`src/rtl/multicycle_controller_pkg.sv`:
```
// Shared encodings for the multi-cycle RV32 control path: opcodes, FSM states,
// instruction classes and the datapath mux selects driven by the controller.
package rv_ctrl_pkg;

    localparam logic [6:0] OPC_R     = 7'b0110011;
    localparam logic [6:0] OPC_IALU  = 7'b0010011;
    localparam logic [6:0] OPC_LOAD  = 7'b0000011;
    localparam logic [6:0] OPC_STORE = 7'b0100011;
    localparam logic [6:0] OPC_BR    = 7'b1100011;
    localparam logic [6:0] OPC_JAL   = 7'b1101111;
    localparam logic [6:0] OPC_JALR  = 7'b1100111;
    localparam logic [6:0] OPC_HALT  = 7'b1111111;

    typedef enum logic [2:0] {
        ST_FETCH  = 3'd0,
        ST_DECODE = 3'd1,
        ST_EXEC   = 3'd2,
        ST_MEM    = 3'd3,
        ST_WB     = 3'd4,
        ST_HALT   = 3'd5,
        ST_TRAP   = 3'd6
    } state_e;

    typedef enum logic [3:0] {
        CLS_R       = 4'd0,
        CLS_IALU    = 4'd1,
        CLS_LOAD    = 4'd2,
        CLS_STORE   = 4'd3,
        CLS_BR      = 4'd4,
        CLS_JAL     = 4'd5,
        CLS_JALR    = 4'd6,
        CLS_HALT    = 4'd7,
        CLS_ILLEGAL = 4'd8
    } opclass_e;

    localparam logic [1:0] ALU_ADD   = 2'b00;
    localparam logic [1:0] ALU_BR    = 2'b01;
    localparam logic [1:0] ALU_FUNCT = 2'b10;

    localparam logic [1:0] PC_PLUS4  = 2'b00;
    localparam logic [1:0] PC_IMM    = 2'b01;
    localparam logic [1:0] PC_JALR   = 2'b10;

    localparam logic [1:0] RW_ALU    = 2'b00;
    localparam logic [1:0] RW_MEM    = 2'b01;
    localparam logic [1:0] RW_PC4    = 2'b10;

endpackage

```
`src/rtl/multicycle_controller_opclass_decode.sv`:
```
// Maps the IR opcode field to an instruction class; the HALT opcode is only
// recognised when HALT_EN is set, otherwise it falls into the illegal class.
module ctrl_opclass_decode
    import rv_ctrl_pkg::*;
#(
    parameter int HALT_EN = 1
) (
    input  logic [6:0] i_opcode,
    output opclass_e   o_class
);

    always_comb begin
        o_class = CLS_ILLEGAL;
        case (i_opcode)
            OPC_R:     o_class = CLS_R;
            OPC_IALU:  o_class = CLS_IALU;
            OPC_LOAD:  o_class = CLS_LOAD;
            OPC_STORE: o_class = CLS_STORE;
            OPC_BR:    o_class = CLS_BR;
            OPC_JAL:   o_class = CLS_JAL;
            OPC_JALR:  o_class = CLS_JALR;
            OPC_HALT:  o_class = (HALT_EN != 0) ? CLS_HALT : CLS_ILLEGAL;
            default:   o_class = CLS_ILLEGAL;
        endcase
    end

endmodule

```
`src/rtl/multicycle_controller.sv`:
```
// Main control FSM for the multi-cycle RV32 datapath: sequences each instruction,
// handshakes with unified memory under a watchdog, and counts retired instructions.
module multicycle_controller
    import rv_ctrl_pkg::*;
#(
    parameter int TIMEOUT_CYC = 64,
    parameter int CNT_W       = 32,
    parameter int HALT_EN     = 1
) (
    input  logic             clk,
    input  logic             rst_n,
    input  logic [6:0]       opcode,
    input  logic             br_taken,
    input  logic             mem_ready,
    output logic             mem_req,
    output logic             mem_we,
    output logic             mem_is_ifetch,
    output logic             ir_we,
    output logic             pc_we,
    output logic [1:0]       pc_sel,
    output logic             alu_src,
    output logic [1:0]       alu_op,
    output logic             reg_write,
    output logic [1:0]       rw_sel,
    output logic             halted,
    output logic             illegal,
    output logic [CNT_W-1:0] instret
);

    localparam int              WD_W    = $clog2(TIMEOUT_CYC + 1);
    localparam logic [WD_W-1:0] WD_LAST = WD_W'(TIMEOUT_CYC - 1);

    state_e           r_state;
    state_e           w_state_next;
    opclass_e         r_class;
    opclass_e         w_class_dec;
    logic [WD_W-1:0]  r_wdog;
    logic [CNT_W-1:0] r_instret;
    logic             r_halted;
    logic             r_illegal;
    logic             w_wait;
    logic             w_timeout;
    logic             w_retire;

    ctrl_opclass_decode #(
        .HALT_EN (HALT_EN)
    ) u_decode (
        .i_opcode (opcode),
        .o_class  (w_class_dec)
    );

    assign w_wait    = ((r_state == ST_FETCH) || (r_state == ST_MEM)) && !mem_ready;
    assign w_timeout = w_wait && (r_wdog == WD_LAST);

    always_comb begin
        mem_req       = 1'b0;
        mem_we        = 1'b0;
        mem_is_ifetch = 1'b0;
        ir_we         = 1'b0;
        pc_we         = 1'b0;
        pc_sel        = PC_PLUS4;
        alu_src       = 1'b0;
        alu_op        = ALU_ADD;
        reg_write     = 1'b0;
        rw_sel        = RW_ALU;
        w_retire      = 1'b0;
        w_state_next  = r_state;

        case (r_state)
            ST_FETCH: begin
                mem_req       = 1'b1;
                mem_is_ifetch = 1'b1;
                if (mem_ready) begin
                    ir_we        = 1'b1;
                    pc_we        = 1'b1;
                    pc_sel       = PC_PLUS4;
                    w_state_next = ST_DECODE;
                end else if (w_timeout) begin
                    w_state_next = ST_TRAP;
                end
            end
            ST_DECODE: begin
                case (w_class_dec)
                    CLS_HALT:    w_state_next = ST_HALT;
                    CLS_ILLEGAL: w_state_next = ST_TRAP;
                    default:     w_state_next = ST_EXEC;
                endcase
            end
            ST_EXEC: begin
                case (r_class)
                    CLS_R: begin
                        alu_op       = ALU_FUNCT;
                        w_state_next = ST_WB;
                    end
                    CLS_IALU: begin
                        alu_src      = 1'b1;
                        alu_op       = ALU_FUNCT;
                        w_state_next = ST_WB;
                    end
                    CLS_LOAD, CLS_STORE: begin
                        alu_src      = 1'b1;
                        alu_op       = ALU_ADD;
                        w_state_next = ST_MEM;
                    end
                    CLS_BR: begin
                        alu_op       = ALU_BR;
                        if (br_taken) begin
                            pc_we  = 1'b1;
                            pc_sel = PC_IMM;
                        end
                        w_retire     = 1'b1;
                        w_state_next = ST_FETCH;
                    end
                    // rd receives the PC+4 latched at fetch, so updating PC here is safe
                    CLS_JAL: begin
                        reg_write    = 1'b1;
                        rw_sel       = RW_PC4;
                        pc_we        = 1'b1;
                        pc_sel       = PC_IMM;
                        w_retire     = 1'b1;
                        w_state_next = ST_FETCH;
                    end
                    CLS_JALR: begin
                        alu_src      = 1'b1;
                        reg_write    = 1'b1;
                        rw_sel       = RW_PC4;
                        pc_we        = 1'b1;
                        pc_sel       = PC_JALR;
                        w_retire     = 1'b1;
                        w_state_next = ST_FETCH;
                    end
                    default: w_state_next = ST_TRAP;
                endcase
            end
            ST_MEM: begin
                mem_req = 1'b1;
                mem_we  = (r_class == CLS_STORE);
                if (mem_ready) begin
                    if (r_class == CLS_STORE) begin
                        w_retire     = 1'b1;
                        w_state_next = ST_FETCH;
                    end else begin
                        w_state_next = ST_WB;
                    end
                end else if (w_timeout) begin
                    w_state_next = ST_TRAP;
                end
            end
            ST_WB: begin
                reg_write    = 1'b1;
                rw_sel       = (r_class == CLS_LOAD) ? RW_MEM : RW_ALU;
                w_retire     = 1'b1;
                w_state_next = ST_FETCH;
            end
            ST_HALT, ST_TRAP: begin
                w_state_next = r_state;
            end
            default: w_state_next = ST_TRAP;
        endcase

        // Reset must silence the memory port immediately, not at the next edge
        if (!rst_n) begin
            mem_req       = 1'b0;
            mem_we        = 1'b0;
            mem_is_ifetch = 1'b0;
            ir_we         = 1'b0;
            pc_we         = 1'b0;
            pc_sel        = PC_PLUS4;
            alu_src       = 1'b0;
            alu_op        = ALU_ADD;
            reg_write     = 1'b0;
            rw_sel        = RW_ALU;
            w_retire      = 1'b0;
        end
    end

    always_ff @(posedge clk or negedge rst_n) begin
        if (!rst_n) begin
            r_state   <= ST_FETCH;
            r_class   <= CLS_ILLEGAL;
            r_wdog    <= '0;
            r_instret <= '0;
            r_halted  <= 1'b0;
            r_illegal <= 1'b0;
        end else begin
            r_state <= w_state_next;
            if (r_state == ST_DECODE) begin
                r_class <= w_class_dec;
            end
            if (w_state_next != r_state) begin
                r_wdog <= '0;
            end else if (w_wait) begin
                r_wdog <= r_wdog + 1'b1;
            end
            if (w_retire) begin
                r_instret <= r_instret + 1'b1;
            end
            if (w_state_next == ST_HALT) begin
                r_halted <= 1'b1;
            end
            if (w_state_next == ST_TRAP) begin
                r_illegal <= 1'b1;
            end
        end
    end

    assign halted  = r_halted;
    assign illegal = r_illegal;
    assign instret = r_instret;

endmodule

```
`config.mk`:
```
export PLATFORM = sky130hd
export DESIGN_NAME = multicycle_controller
export DESIGN_NICKNAME = d
export VERILOG_FILES = /design/src/rtl/multicycle_controller_pkg.sv /design/src/rtl/multicycle_controller_opclass_decode.sv /design/src/rtl/multicycle_controller.sv
export SDC_FILE = /design/constraint.sdc
export NUM_CORES = 1
export LEC_CHECK = 0
export CAP_MARGIN = 20
export CORE_UTILIZATION = 55
export DETAILED_ROUTE_END_ITERATION = 16
export GPL_TIMING_DRIVEN = 0
export PLACE_DENSITY = 0.86
export SKIP_LAST_GASP = 1
export SLEW_MARGIN = 40
export SYNTH_ARGS = -nofsm -noshare
export SYNTH_HDL_FRONTEND = slang
export SYNTH_SLANG_ARGS = --single-unit
```
`constraint.sdc`:
```
create_clock -name clk -period 4.8 [get_ports clk]
set_input_delay 1.2 -clock clk [delete_from_list [all_inputs] [get_ports clk]]
set_output_delay 1.2 -clock clk [all_outputs]
set_load 0.05 [all_outputs]
```
==> results_dict.tcl <==
set metrics [dict create \
    crit_buf_inv 3 \
    worstSetupEndpointType "output pin" \
    slowest_delay_ns 0.83 \
    max-slew-margin-rel 0.536 \
    post_synth_and_or_nand_nor_area_fraction 0.273 \
    p_leak_nw 1.47 \
    route.detailed.drc 6 \
    top_ff_cell_synth "sky130_fd_sc_hd__dfrtp_1" \
    swShare 0.435 \
    violations "design-rule violations" \
    initial_utilization 0.588 \
    ctsHtreeMaxLevel 2 \
    maxClockFrequency_mhz 220 \
    global_route.usage.met3 0.0352 \
    power.clock.fraction 0.177 \
    synthesized_area_fraction_occupied_by_adder_cells 0.00945 \
    detailedRoute.firstIterationViolations 139 \
    coreArea_sq_mm 0.00450 \
    crit_path_start_kind "input pin" \
    synth_top_family_by_area "simple AND/OR/NAND/NOR gates" \
    synth-xor-area-share 0.129 \
    layout_min_cycle_time_ns 4.54 \
    worst_hold_slack_ns 0.470 \
    clock_sink_count 48 \
    slew_violations 0 \
    place_area_sq_mm 0.00329 \
    rr_startpoint "r_state[1]" \
    place_hpwl_microns 4240 \
    global_route.usage.total 0.239 \
    worst_ep_required_time_ns 3.60 \
    finalSetupViolations 0 \
    path_class "input pin to output pin" \
    synth_cell_type_count 52 \
    area_delta_synth_final_pct 27.7 \
    insertedDiodeCount 0 \
    synthesized_instance_count 280 \
    fin_setup_tns_ns 0 \
    power.share.sequential 0.394 \
    timing.reg2reg.worst_path_depth 5 \
    synth_compound_area_frac 0.0968 \
    grt_pass1_vias 2162 \
    rows 24 \
    synth-edff-count 0 \
    synth.yosys.seq_area_share 0.454 \
    design_area_sq_mm 0.00338 \
    clock_tree_buffer_depth 2 \
    num-nets-final 357 \
    post-route-period-util 0.945 \
    cts_root_buf "sky130_fd_sc_hd__clkbuf_8" \
    avgRoutedWirePerCell_microns 14.2 \
    number_of_hold_buffers_added_after_cts 0 \
    yosys_warning_total 0 \
    io_pins 58 \
    drive_above_1_share 0.0667 \
    gpl.final_weighted_congestion 0.931 \
    cts_inserted_buffers 5 \
    fraction_of_met2_tracks_used_by_global_routing 0.417 \
    post_synth.cell_area_avg_sq_um 9.46 \
    fp.dieH_microns 71.4 \
    cap_violations 0 \
    critical_path_depth 6 \
    global_routing_met1_resource_utilization 0.310 \
    timing.final.hold_violations 0 \
    synth_fp_nets 293 \
    total_congestion_overflow_after_global_routing 0 \
    post_synth_mux_area_share 0.0118 \
    tightestPinTransition_ns 0.690 \
    outcome "finished, violations left" \
    synth-async-reset-ratio 1.00 \
    detail_route.vias_per_cell 5.83 \
    fin_total_pwr_mw 1.35 \
    crit_path_start "rst_n" \
    netlist_area_pre_place_sq_mm 0.00265 \
    skew_ns 0.00450 \
    intPower_mw 0.760 \
    switching_power_mw 0.586 \
    drt-pass1-iter-count 12 \
    cp_cell_sequence "buf_4 -> buf_12 -> nor2b_1 -> nand3_1 -> nor3b_1 -> clkdlybuf4s50_1" \
    port_buffers 56 \
    worst_setup_path_endpoint "pc_sel[1]" \
    power.ir.vdd_worst_uv 280 \
    grt_start_max_net_pins 32 \
    critical_path.max_fanout 31 \
    grt_pass1_wl_microns 9760 \
    worst_path_max_delay_cell "sky130_fd_sc_hd__clkdlybuf4s50_1" \
    hp-class "flop to flop" \
    critical-path-top-delay-family "buffers and inverters" \
    wirelength_microns 5650 \
    worst_setup_hold_path_clk_slew_ns 0.09 \
    ratio_of_total_power_to_cell_area_mw_per_mm2 398 \
    setup.reg_to_reg.worst_slack_ns 2.37 \
    portion_of_total_power_attributed_to_combinational_logic 0.429 \
    die_area_sq_mm 0.00510 \
    timing.critical_path.arrival_ns 3.34 \
    cts_tree "built" \
    dieWidth_microns 71.4 \
    setup_ws_ns 0.262 \
    initial_antenna_violation_count 0 \
    cts_resized 0 \
    post-cts-setup-buffers 0 \
    clk-insertion-delay-late_ns 0.30 \
    setup_repair_after_global_routing_missed_its_margin "false" \
    place_worst_setup_slack_ns 0.162 \
    vias 2316 \
    endpoint_of_the_worst_register_to_register_path "instret[7]" \
    postSynthRegisterBits 48 \
    grt_busiest_layer "met2" \
    route.antenna.remaining_nets 0 \
]
[area by class of cell]
cell class                      count  area [sq um]
Buffer                              9          36.3
Clock buffer                        5          68.8
Clock inverter                      3          18.8
Fill cell                         319          1120
Inverter                            9          33.8
Multi-Input combinational cell    214          1380
Sequential cell                    48          1200
Tap cell                           52          65.1
Timing Repair Buffer               57           581
[how the worst min path moves through the flow]
| stage | startpoint | to | slack [ns] | depth (start not counted) |
|---|---|---|---|---|
| 3_3_place_gp | illegal | illegal | 0.44 | 1 |
| 4_1_cts | instret[31] | instret[31] | 0.47 | 1 |
| 2_1_floorplan | r_class[3] | r_class[3] | 0.50 | 2 |
| 5_1_grt | instret[31] | instret[31] | 0.48 | 1 |
| 6_report | instret[31] | instret[31] | 0.47 | 1 |
| 3_5_place_dp | halted | halted | 0.46 | 1 |
[cells by family (layout without fill, tap and decap cells)]
group,after synthesis,count (layout)
simple gates,134,134
flops,48,48
xor+xnor,39,39
compound gates,36,36
buf+inv,18,83
mux,3,3
fa+ha+maj,2,2
[worst reg2reg max path, stage by stage, from the launching register on]
cell and delay (ns):
sky130_fd_sc_hd__dfrtp_1 0.47, sky130_fd_sc_hd__nor4bb_1 0.44, sky130_fd_sc_hd__a311oi_1 0.14, sky130_fd_sc_hd__nor3_1 0.61, sky130_fd_sc_hd__or3b_2 0.52, sky130_fd_sc_hd__xnor2_1 0.14
[metal layers]
layer / part of all wire / up-vias
met5: 0 / -
met4: 0.0080 / 0
met2: 0.51 / 75
met1: 0.43 / 1120
li1: - / 1117
met3: 0.055 / 4
[per-stage QoR]
step / std cells / util
2_1_floorplan: 280 / -
3_3_place_gp: 388 / 0.727
3_5_place_dp: 389 / 0.731
4_1_cts: 397 / 0.750
5_1_grt: 397 / 0.751
6_report: 397 / 0.751
[layout by cell type, fill, tap and decap left out, types with 4 or more instances in the layout]
cell type,Yosys,final
sky130_fd_sc_hd__clkdlybuf4s50_1,0,54
sky130_fd_sc_hd__dfrtp_1,47,47
sky130_fd_sc_hd__nand2_1,35,35
sky130_fd_sc_hd__nor2_1,26,26
sky130_fd_sc_hd__xnor2_1,23,23
sky130_fd_sc_hd__xor2_1,16,16
sky130_fd_sc_hd__nor3_1,15,15
sky130_fd_sc_hd__nand4_1,11,11
sky130_fd_sc_hd__and3_1,10,10
sky130_fd_sc_hd__nand3_1,10,10
sky130_fd_sc_hd__inv_1,9,9
sky130_fd_sc_hd__a21oi_1,7,7
sky130_fd_sc_hd__clkbuf_1,5,5
sky130_fd_sc_hd__nor3b_1,5,5
sky130_fd_sc_hd__clkbuf_8,0,5
sky130_fd_sc_hd__nand2b_1,4,4
sky130_fd_sc_hd__o21ai_0,4,4
sky130_fd_sc_hd__o31ai_1,4,4
[sequential cells by signal (all words and copies together) (netlist names)]
signal and flops:
r_class 4, halted 1, r_wdog 7, illegal 1, instret 32, r_state 3
[power groups by stage]
| stage | clock network [mW] | registers (mW) | logic (mW) |
|---|---|---|---|
| 2_1_floorplan | 0 | 0.600 | 0.332 |
| 3_3_place_gp | 0 | 0.533 | 0.555 |
| 3_5_place_dp | 0 | 0.536 | 0.572 |
| 4_1_cts | 0.245 | 0.528 | 0.576 |
| 5_1_grt | 0.256 | 0.539 | 0.628 |
| 6_report | 0.238 | 0.530 | 0.577 |
[Yosys cell counts, types with 2 or more instances]
master	number	area (sq um)
sky130_fd_sc_hd__nand2_1	35	131
sky130_fd_sc_hd__nor3b_1	5	37.5
sky130_fd_sc_hd__nor2_1	26	97.6
sky130_fd_sc_hd__o31ai_1	4	30.0
sky130_fd_sc_hd__ha_1	2	25.0
sky130_fd_sc_hd__nor3_1	15	75.1
sky130_fd_sc_hd__dfrtp_1	47	1180
sky130_fd_sc_hd__buf_1	2	7.51
sky130_fd_sc_hd__a41oi_1	2	17.5
sky130_fd_sc_hd__buf_2	2	10.0
sky130_fd_sc_hd__nor4_1	2	12.5
sky130_fd_sc_hd__mux2i_1	2	20.0
sky130_fd_sc_hd__o211ai_1	2	15.0
sky130_fd_sc_hd__nand2b_1	4	25.0
sky130_fd_sc_hd__and3_1	10	62.6
sky130_fd_sc_hd__and2_1	2	12.5
sky130_fd_sc_hd__xnor2_1	23	201
sky130_fd_sc_hd__a21oi_1	7	35.0
sky130_fd_sc_hd__or3_1	2	12.5
sky130_fd_sc_hd__nand4_1	11	68.8
sky130_fd_sc_hd__or3b_2	2	17.5
sky130_fd_sc_hd__clkbuf_1	5	18.8
sky130_fd_sc_hd__inv_1	9	33.8
sky130_fd_sc_hd__a31o_2	2	17.5
sky130_fd_sc_hd__xor2_1	16	140
sky130_fd_sc_hd__nand3_1	10	50.1
sky130_fd_sc_hd__o21ai_0	4	20.0
sky130_fd_sc_hd__a311oi_1	2	17.5
sky130_fd_sc_hd__a21o_1	2	15.0
(Power assumes the default switching activity.)
